[src/rtl/regfile_wb_scheduler_if.sv]
// Bundles the issue, write-back request and register-file write signals of the
// write-back scheduler. The scheduler uses the slave view, its neighbours the master view.
interface regfile_wb_scheduler_if #(
  parameter int unsigned XLEN = 32,
  parameter int unsigned NREG = 32,
  parameter int unsigned AW   = 5
);
  // Issue stage hazard query
  logic            issue_valid;
  logic [AW-1:0]   issue_rd;
  logic [AW-1:0]   issue_src1;
  logic [AW-1:0]   issue_src2;
  logic            issue_ok;

  // ALU write-back request
  logic            alu_valid;
  logic [AW-1:0]   alu_rd;
  logic [XLEN-1:0] alu_data;
  logic            alu_ready;

  // LSU write-back request
  logic            lsu_valid;
  logic [AW-1:0]   lsu_rd;
  logic [XLEN-1:0] lsu_data;
  logic            lsu_ready;

  // Register-file write port and scoreboard
  logic            rf_we;
  logic [AW-1:0]   rf_waddr;
  logic [XLEN-1:0] rf_wdata;
  logic [NREG-1:0] pending;

  modport slave (
    input  issue_valid, issue_rd, issue_src1, issue_src2,
    input  alu_valid, alu_rd, alu_data,
    input  lsu_valid, lsu_rd, lsu_data,
    output issue_ok, alu_ready, lsu_ready,
    output rf_we, rf_waddr, rf_wdata, pending
  );

  modport master (
    output issue_valid, issue_rd, issue_src1, issue_src2,
    output alu_valid, alu_rd, alu_data,
    output lsu_valid, lsu_rd, lsu_data,
    input  issue_ok, alu_ready, lsu_ready,
    input  rf_we, rf_waddr, rf_wdata, pending
  );
endinterface

[src/rtl/regfile_wb_scheduler.sv]
// Write-back scheduler and scoreboard for the 32x32 register file.
// Round-robin shares the single write port between ALU and LSU, registers the
// winning write for one cycle, and tracks outstanding writes for RAW/WAW stalls.
module regfile_wb_scheduler #(
  parameter int unsigned XLEN = 32,
  parameter int unsigned NREG = 32,
  parameter int unsigned AW   = 5
) (
  input logic                   clk,
  input logic                   rst,
  regfile_wb_scheduler_if.slave bus
);

  typedef enum logic {GrantAlu, GrantLsu} grant_e;

  grant_e          last_grant_q, last_grant_d;
  logic            rf_we_q,      rf_we_d;
  logic [AW-1:0]   rf_waddr_q,   rf_waddr_d;
  logic [XLEN-1:0] rf_wdata_q,   rf_wdata_d;
  logic [NREG-1:0] pending_q,    pending_d;

  logic            alu_ready;
  logic            lsu_ready;
  logic            src1_busy;
  logic            src2_busy;
  logic            rd_busy;
  logic            issue_ok;
  logic            issue_set;

  // Round-robin grant; depends only on the valids and last_grant, and is held
  // off during reset so no handshake completes while state is being cleared.
  always_comb begin
    alu_ready = 1'b0;
    lsu_ready = 1'b0;
    if (!rst) begin
      if (bus.alu_valid && bus.lsu_valid) begin
        alu_ready = (last_grant_q == GrantLsu);
        lsu_ready = (last_grant_q == GrantAlu);
      end else begin
        alu_ready = bus.alu_valid;
        lsu_ready = bus.lsu_valid;
      end
    end
  end

  // Hazard check; x0 never reads as pending.
  always_comb begin
    src1_busy = (bus.issue_src1 != '0) && pending_q[bus.issue_src1];
    src2_busy = (bus.issue_src2 != '0) && pending_q[bus.issue_src2];
    rd_busy   = (bus.issue_rd   != '0) && pending_q[bus.issue_rd];
    issue_ok  = !(src1_busy || src2_busy || rd_busy);
    issue_set = bus.issue_valid && issue_ok && (bus.issue_rd != '0);
  end

  // Latch the granted write; rd=0 completes the handshake but never writes.
  always_comb begin
    last_grant_d = last_grant_q;
    rf_we_d      = 1'b0;
    rf_waddr_d   = rf_waddr_q;
    rf_wdata_d   = rf_wdata_q;
    if (alu_ready) begin
      last_grant_d = GrantAlu;
      rf_we_d      = (bus.alu_rd != '0);
      rf_waddr_d   = bus.alu_rd;
      rf_wdata_d   = bus.alu_data;
    end else if (lsu_ready) begin
      last_grant_d = GrantLsu;
      rf_we_d      = (bus.lsu_rd != '0);
      rf_waddr_d   = bus.lsu_rd;
      rf_wdata_d   = bus.lsu_data;
    end
  end

  // Scoreboard update; the set is applied after the clear so a newer producer wins.
  always_comb begin
    pending_d = pending_q;
    if (rf_we_q) begin
      pending_d[rf_waddr_q] = 1'b0;
    end
    if (issue_set) begin
      pending_d[bus.issue_rd] = 1'b1;
    end
    pending_d[0] = 1'b0;
  end

  // State registers; asynchronous reset drops any latched write.
  always_ff @(posedge clk or posedge rst) begin
    if (rst) begin
      last_grant_q <= GrantLsu;
      rf_we_q      <= 1'b0;
      rf_waddr_q   <= '0;
      rf_wdata_q   <= '0;
      pending_q    <= '0;
    end else begin
      last_grant_q <= last_grant_d;
      rf_we_q      <= rf_we_d;
      rf_waddr_q   <= rf_waddr_d;
      rf_wdata_q   <= rf_wdata_d;
      pending_q    <= pending_d;
    end
  end

  assign bus.alu_ready = alu_ready;
  assign bus.lsu_ready = lsu_ready;
  assign bus.issue_ok  = issue_ok;
  assign bus.rf_we     = rf_we_q;
  assign bus.rf_waddr  = rf_waddr_q;
  assign bus.rf_wdata  = rf_wdata_q;
  assign bus.pending   = pending_q;

  // Protocol invariants of the arbiter and scoreboard.
  a_alu_ready_needs_valid : assert property (@(posedge clk) disable iff (rst)
    bus.alu_ready |-> bus.alu_valid);
  a_lsu_ready_needs_valid : assert property (@(posedge clk) disable iff (rst)
    bus.lsu_ready |-> bus.lsu_valid);
  a_one_grant : assert property (@(posedge clk) disable iff (rst)
    !(bus.alu_ready && bus.lsu_ready));
  a_x0_never_pending : assert property (@(posedge clk) disable iff (rst)
    !bus.pending[0]);

endmodule

[src/flat_wrapper.sv]
// flat-port wrapper written by rule: the top's interface ports become plain ports
module regfile_wb_scheduler_flat 
#(
  parameter int unsigned XLEN = 32,
  parameter int unsigned NREG = 32,
  parameter int unsigned AW   = 5
)
  (clk, rst, bus_issue_valid, bus_issue_rd, bus_issue_src1, bus_issue_src2, bus_alu_valid, bus_alu_rd, bus_alu_data, bus_lsu_valid, bus_lsu_rd, bus_lsu_data, bus_issue_ok, bus_alu_ready, bus_lsu_ready, bus_rf_we, bus_rf_waddr, bus_rf_wdata, bus_pending);
  regfile_wb_scheduler_if #(.XLEN(XLEN), .NREG(NREG), .AW(AW)) bus_i ();
  input logic clk;
  input logic rst;
  input wire logic [$bits(bus_i.issue_valid)-1:0] bus_issue_valid;
  input wire logic [$bits(bus_i.issue_rd)-1:0] bus_issue_rd;
  input wire logic [$bits(bus_i.issue_src1)-1:0] bus_issue_src1;
  input wire logic [$bits(bus_i.issue_src2)-1:0] bus_issue_src2;
  input wire logic [$bits(bus_i.alu_valid)-1:0] bus_alu_valid;
  input wire logic [$bits(bus_i.alu_rd)-1:0] bus_alu_rd;
  input wire logic [$bits(bus_i.alu_data)-1:0] bus_alu_data;
  input wire logic [$bits(bus_i.lsu_valid)-1:0] bus_lsu_valid;
  input wire logic [$bits(bus_i.lsu_rd)-1:0] bus_lsu_rd;
  input wire logic [$bits(bus_i.lsu_data)-1:0] bus_lsu_data;
  output wire logic [$bits(bus_i.issue_ok)-1:0] bus_issue_ok;
  output wire logic [$bits(bus_i.alu_ready)-1:0] bus_alu_ready;
  output wire logic [$bits(bus_i.lsu_ready)-1:0] bus_lsu_ready;
  output wire logic [$bits(bus_i.rf_we)-1:0] bus_rf_we;
  output wire logic [$bits(bus_i.rf_waddr)-1:0] bus_rf_waddr;
  output wire logic [$bits(bus_i.rf_wdata)-1:0] bus_rf_wdata;
  output wire logic [$bits(bus_i.pending)-1:0] bus_pending;
  assign bus_i.issue_valid = bus_issue_valid;
  assign bus_i.issue_rd = bus_issue_rd;
  assign bus_i.issue_src1 = bus_issue_src1;
  assign bus_i.issue_src2 = bus_issue_src2;
  assign bus_i.alu_valid = bus_alu_valid;
  assign bus_i.alu_rd = bus_alu_rd;
  assign bus_i.alu_data = bus_alu_data;
  assign bus_i.lsu_valid = bus_lsu_valid;
  assign bus_i.lsu_rd = bus_lsu_rd;
  assign bus_i.lsu_data = bus_lsu_data;
  assign bus_issue_ok = bus_i.issue_ok;
  assign bus_alu_ready = bus_i.alu_ready;
  assign bus_lsu_ready = bus_i.lsu_ready;
  assign bus_rf_we = bus_i.rf_we;
  assign bus_rf_waddr = bus_i.rf_waddr;
  assign bus_rf_wdata = bus_i.rf_wdata;
  assign bus_pending = bus_i.pending;
  regfile_wb_scheduler #(.XLEN(XLEN), .NREG(NREG), .AW(AW)) u_core (.clk(clk), .rst(rst), .bus(bus_i));
endmodule
[config.mk]
export PLATFORM = sky130hd
export DESIGN_NAME = regfile_wb_scheduler_flat
export DESIGN_NICKNAME = d
export VERILOG_FILES = /design/src/rtl/regfile_wb_scheduler_if.sv /design/src/rtl/regfile_wb_scheduler.sv /design/src/flat_wrapper.sv
export SDC_FILE = /design/constraint.sdc
export NUM_CORES = 1
export LEC_CHECK = 0
export CAP_MARGIN = 20
export CORE_MARGIN = 1.5
export CORE_UTILIZATION = 35
export CTS_BUF_LIST = sky130_fd_sc_hd__clkbuf_16
export CTS_CLUSTER_DIAMETER = 120
export DETAILED_ROUTE_END_ITERATION = 8
export HOLD_SLACK_MARGIN = 0.15
export MAX_ROUTING_LAYER = met4
export PLACE_DENSITY = 0.7
export SLEW_MARGIN = 30
export SYNTH_ARGS = -nofsm -noshare
export SYNTH_HDL_FRONTEND = slang
export SYNTH_SLANG_ARGS = --single-unit
export TNS_END_PERCENT = 10
[constraint.sdc]
create_clock -name clk -period 2.6 [get_ports clk]
set_input_delay 0.26 -clock clk [delete_from_list [all_inputs] [get_ports clk]]
set_output_delay 0.26 -clock clk [all_outputs]
set_load 0.02 [all_outputs]
== Yosys cells after proc, flatten, opt, wreduce, memory -nomap -nowiden ==
Index checks and enable logic that the tools add are counted.

* Add/subtract/negate cells: 0
* $mul: 0
* Divide/modulo/power cells: 0
* $lt $le $gt $ge: 6
* Eq/ne operators: 0
* Shift-type cells: 0
* Mux-type cells: 24
* Bitwise gates (word level): 4
* Reduce and logical (&&, ||, !) cells: 17

{| class="wikitable"
|+ Operator list
! operator !! number
|-
| 32-bit two-way mux || 4
|-
| 32-bit AND || 1
|-
| 32-bit inverter || 1
|-
| 32-bit OR || 1
|-
| 5-bit nonzero test || 5
|-
| 5-bit by 6-bit less-than comparator with 1-bit output, second input constant || 4
|-
| 1-bit binary-select mux with 5-bit select || 3
|-
| 1-bit two-way mux || 13
|-
| 1-bit demux with 5-bit select || 2
|-
| 5-bit by 1-bit greater-or-equal comparator with 1-bit output, second input constant || 2
|-
| 5-bit two-way mux || 2
|-
| 1-bit logical AND || 8
|-
| 1-bit logical OR || 2
|-
| 2-bit nonzero test || 1
|-
| 1-bit zero test || 1
|-
| 1-bit inverter || 1
|}

* Register bits after elaboration: 70
* Bits in latches: 0
* Bits in writable memories: 0
* Memory bits (read-only): 0
* Logic and storage cells: 56
* Memories kept: 0

== Logic depth before layout (Yosys ltp) ==
* Word-level depth: 9
* Mapped depth: 10

== Least setup slack after synthesis ==
Ideal clock, no wire load.

* Path type: input port to flip-flop
* Start point: input rst
* End point: register u_core.rf_waddr_q[0], in the netlist u_core.bus.rf_waddr[0]
* Data arrival time: 3.003 ns
* Path slack: -0.530 ns
* Stages: 5
* Buffers on the path: 1
* Path through: inv_1 -> o21ai_1 -> clkbuf_1 -> a222oi_1 -> inv_1

* Word-level cells in the longest chain between the ends: 2
* Elaborated cells on any way between the ends: 4

{| class="wikitable"
|+ Ends and longest elaborated chain
! element !! RTL line !! source
|-
| start: declaration || flat_wrapper.sv:11 || <nowiki>input logic rst;</nowiki>
|-
| 1-bit two-way mux || regfile_wb_scheduler.sv:35 || <nowiki>if (!rst) begin</nowiki>
|-
| 5-bit two-way mux / 2-bit nonzero test (equally long branches) || -- ||
|-
| end signal: assignment || regfile_wb_scheduler.sv:97 || <nowiki>rf_waddr_q <= rf_waddr_d;</nowiki>
|-
| end: declaration || regfile_wb_scheduler.sv:18 || <nowiki>logic [AW-1:0] rf_waddr_q, rf_waddr_d;</nowiki>
|}

Parallel ways exist; a longest one is shown, timed or not.
A chain may end at the register's enable or synchronous reset.

== Worst setup path in the final report ==
* Start point: register u_core.pending_q[27], in the netlist u_core.bus.pending[27]
* End point: register u_core.pending_q[11], in the netlist u_core.bus.pending[11]

* Word-level cells in the longest chain between the ends: 9
* Elaborated cells on any way between the ends: 15

{| class="wikitable"
|+ Ends and longest elaborated chain
! element !! RTL line !! source
|-
| start: declaration || regfile_wb_scheduler.sv:20 || <nowiki>logic [NREG-1:0] pending_q, pending_d;</nowiki>
|-
| start signal: assignment || regfile_wb_scheduler.sv:99 || <nowiki>pending_q <= pending_d;</nowiki>
|-
| 1-bit binary-select mux with 5-bit select, on equally long branches || regfile_wb_scheduler.sv:48, regfile_wb_scheduler.sv:49 ||
|-
| 1-bit two-way mux, on equally long branches || regfile_wb_scheduler.sv:48, regfile_wb_scheduler.sv:49 ||
|-
| 1-bit logical AND, on equally long branches || regfile_wb_scheduler.sv:48, regfile_wb_scheduler.sv:49 ||
|-
| 1-bit logical OR || regfile_wb_scheduler.sv:51 || <nowiki>issue_ok = !(src1_busy || src2_busy || rd_busy);</nowiki>
|-
| 1-bit logical OR * || regfile_wb_scheduler.sv:51 ||
|-
| 1-bit zero test * || regfile_wb_scheduler.sv:51 ||
|-
| 1-bit logical AND * (2 in a row) || regfile_wb_scheduler.sv:52 || <nowiki>issue_set = bus.issue_valid && issue_ok && (bus.issue_rd != '0);</nowiki>
|-
| 32-bit two-way mux * || regfile_wb_scheduler.sv:80 || <nowiki>if (issue_set) begin</nowiki>
|-
| net u_core.pending_d[11] || regfile_wb_scheduler.sv:20 ||
|}

Mark *: on every way through the listed nets, which the timed path passes. The rest lies on a longest branch. The select of a mux whose other input is x is not followed.

==> results.md <==
- Status: finished with violations
- Failing checks: setup timing
- Top-area cell type share of the netlist area: 43.4%
- Die area: 12,000 um^2
- Worst Setup Slack, final: -0.0943 ns
- ANT cells: 0
- Crit. End Element: flop
- Post-CTS setup buffers: 0
- Hold Crit Class: input pin to asynchronous set/reset pin
- Top-count cell post-synth: dfrtp_1
- Syn_nets: 471
- CTS root buf: clkbuf_16
- Number of flops mapped to enable cells by yosys: 0
- Fillers: 917
- Share of cells above drive strength 1: 20.6%
- Worst Clk Skew: 0.00525 ns
- Highest Clock Rate: 0.371 GHz
- Util after Layout: 60.2%
- Req. time, crit path: 2.81 ns
- Crit path max fanout: 31
- P_leak: 2.80 nW
- Residual DRC: 0
- Peak VDD IR: 0.000457 V
- PortBufs: 165
- Initial Utilization: 36.3%
- Worst-Margin Slew: 0.767 ns
- Total Routed Length: 14,900 um
- Final Setup Violations: 19
- Final Hold Vio Count: 0
- Initial drt markers: 531
- RSZ-0062 raised after global routing: true
- Synthesized area per cell: 10.6 um^2
- Core area: 11,000 um^2
- Routability cong.: 0.945
- Gr usage total: 26.0%
- # IOs: 167
- Synth Cell Area: 3980 um^2
- Final slew viol count: 0
- Row count: 38
- Synth area leader: dfrtp_1
- Power Dens Cells: 897 nW/um^2
- H-tree Lvls: 3
- Synth cell count leaders: dfrtp_1 (69), inv_1 (41), a222oi_1 (37)
- First-pass GRT wire length: 22,600 um
- Vias: 4,359
- Yosys warnings: 0
- Initial antenna violation count: 0
- CP startpoint kind: flop
- Min Tclk post-route: 2.69 ns
- Via density: 5.91
- TritonCTS clock tree: yes
- Die width: 110 um
- Synth-to-Final Area Change: 66.1%
- TritonRoute pass-1 iters: 8
- Worst Path Arrival: 2.90 ns
- Register area share after synthesis: 44.0%
- Netlist cell types: 40
- Post-DRT Antenna Nets: 0
- Vias in the first global route: 4,384
- Clock sink count: 70
- Dpl hpwl: 11,300 um
- Asr flop ratio synth: 100%
- Register bit count reported by yosys: 70
- Worst-path clk slew: 0.05 ns
- Worst-Skew Late Latency: 0.33 ns
- CTS Buf Count: 9
- Post-Syn Instances: 377
- CP Class: flop to flop
- Final period util: 104%
- Slew Limit Headroom: 48.9%
- Die H: 110 um
- Largest net degree at the start of global routing: 61
- Cells taking the most area after synthesis: dfrtp_1 (43%), a222oi_1 (9.3%), mux2i_1 (6.3%)
- Maxcap violations: 0
- Clk buf depth: 2
- Total power: 5.94 mW
- Most used flip-flop cell after synthesis: dfrtp_1
- Final net count: 687
- GR Overflow Total: 0
- WL/cell: 20.2 um
## metrics by stage
stage,cells,setup TNS [ns],cell area (um^2),hold slack (ns),worst slack (ns)
2_1_floorplan,377,-0.0732,3990,0.381,-0.0732
3_3_place_gp,722,-15.65,6210,0.490,-0.749
3_5_place_dp,722,-17.30,6220,0.501,-0.774
4_1_cts,738,-0.0434,6560,0.443,-0.0299
5_1_grt,738,-3.07,6620,0.459,-0.176
6_report,738,-0.445,6620,0.434,-0.0943
## path summary, 6_finish.rpt
| check | endpoint | slack, ns | cells after the start | from |
|---|---|---|---|---|
| max in group asynchronous | u_core.bus.rf_wdata[13] | 1.41 | 3 | rst |
| min in group clk | u_core.last_grant_q | 0.51 | 2 | u_core.last_grant_q |
| worst min-delay path | u_core.bus.rf_wdata[7] | 0.43 | 3 | rst |
| worst max register to register | u_core.bus.pending[11] | -0.09 | 7 | u_core.bus.pending[27] |
| worst min register to register | u_core.last_grant_q | 0.51 | 2 | u_core.last_grant_q |
| worst max-delay path | u_core.bus.pending[11] | -0.09 | 7 | u_core.bus.pending[27] |
## layout by cell type (no fill, tap or decap), types with 3 or more instances in the layout
master           synthesis  routed
a21oi_1                 11       9
a222oi_1                37      37
a22oi_1                  4       4
a31oi_1                  3       3
buf_4                    1      68
clkbuf_16                0       9
clkdlybuf4s50_1          0     163
dfrtp_1                 69      69
inv_1                   41      42
mux2i_1                 25      25
mux4_2                   5       6
nand2_1                 15      15
nand2b_1                 7       7
nand3_1                  7       6
nand3b_1                 9       9
nor2_1                   7       6
nor2b_1                  7       7
o21ai_0                 36      36
o41ai_1                 24      14
o41ai_2                  7      17
or3b_2                   5       5
## state kept, by name, indices dropped and copies added (netlist names)
signal               count
u_core.last_grant_q      1
u_core.bus.rf_wdata     32
u_core.bus.rf_waddr      5
u_core.bus.pending      31
u_core.bus.rf_we         1
## cell families after synthesis
family | count (synthesis) | share of synthesized area (%)
DFF | 70 | 44.0
other | 1 | 0.0942
AOI/OAI and AO/OA | 131 | 26.4
muxes | 35 | 11.7
buffers and inverters | 71 | 7.70
and+or+nand+nor | 69 | 10.2
## layer usage
metal	up-vias	wire, um	GRT usage (%)
met5	-	0	-
met4	0	417	10.7
met3	39	1400	6.46
met2	273	7250	43.3
met1	2121	5860	30.0
li1	1926	-	-
## report_power, final
part           internal [mW]  switching (mW)  leakage [nW]
combinational           1.50            1.48          1.83
clock                  0.825           0.444         0.159
sequential              1.41           0.268         0.813
## critical path, cell delays in order, from the launching register on
cell and delay (ns):
dfrtp_1 0.39, mux4_2 0.46, nor2b_1 0.15, a31oi_1 0.15, o211ai_1 0.11, or4_4 0.56, buf_4 0.29, o41ai_1 0.44
## cell type report
cell class / count / area, um^2 / share of cell area [%]
Timing Repair Buffer: 235 / 2190 / 33.2
Multi-Input combinational cell: 236 / 2030 / 30.7
Tap cell: 140 / 175 / 2.65
Clock inverter: 7 / 81.3 / 1.23
Clock buffer: 9 / 225 / 3.40
Inverter: 41 / 158 / 2.38
Sequential cell: 70 / 1750 / 26.5
## timing repair
| action | in CTS | in global routing |
|---|---|---|
| gates resized for setup | 17 | 7 |
| setup endpoints to repair | 32 | 32 |
| hold buffers | 0 | 0 |
| pin swaps | 3 | 1 |
Note: power is estimated with default switching activity, not from simulation.
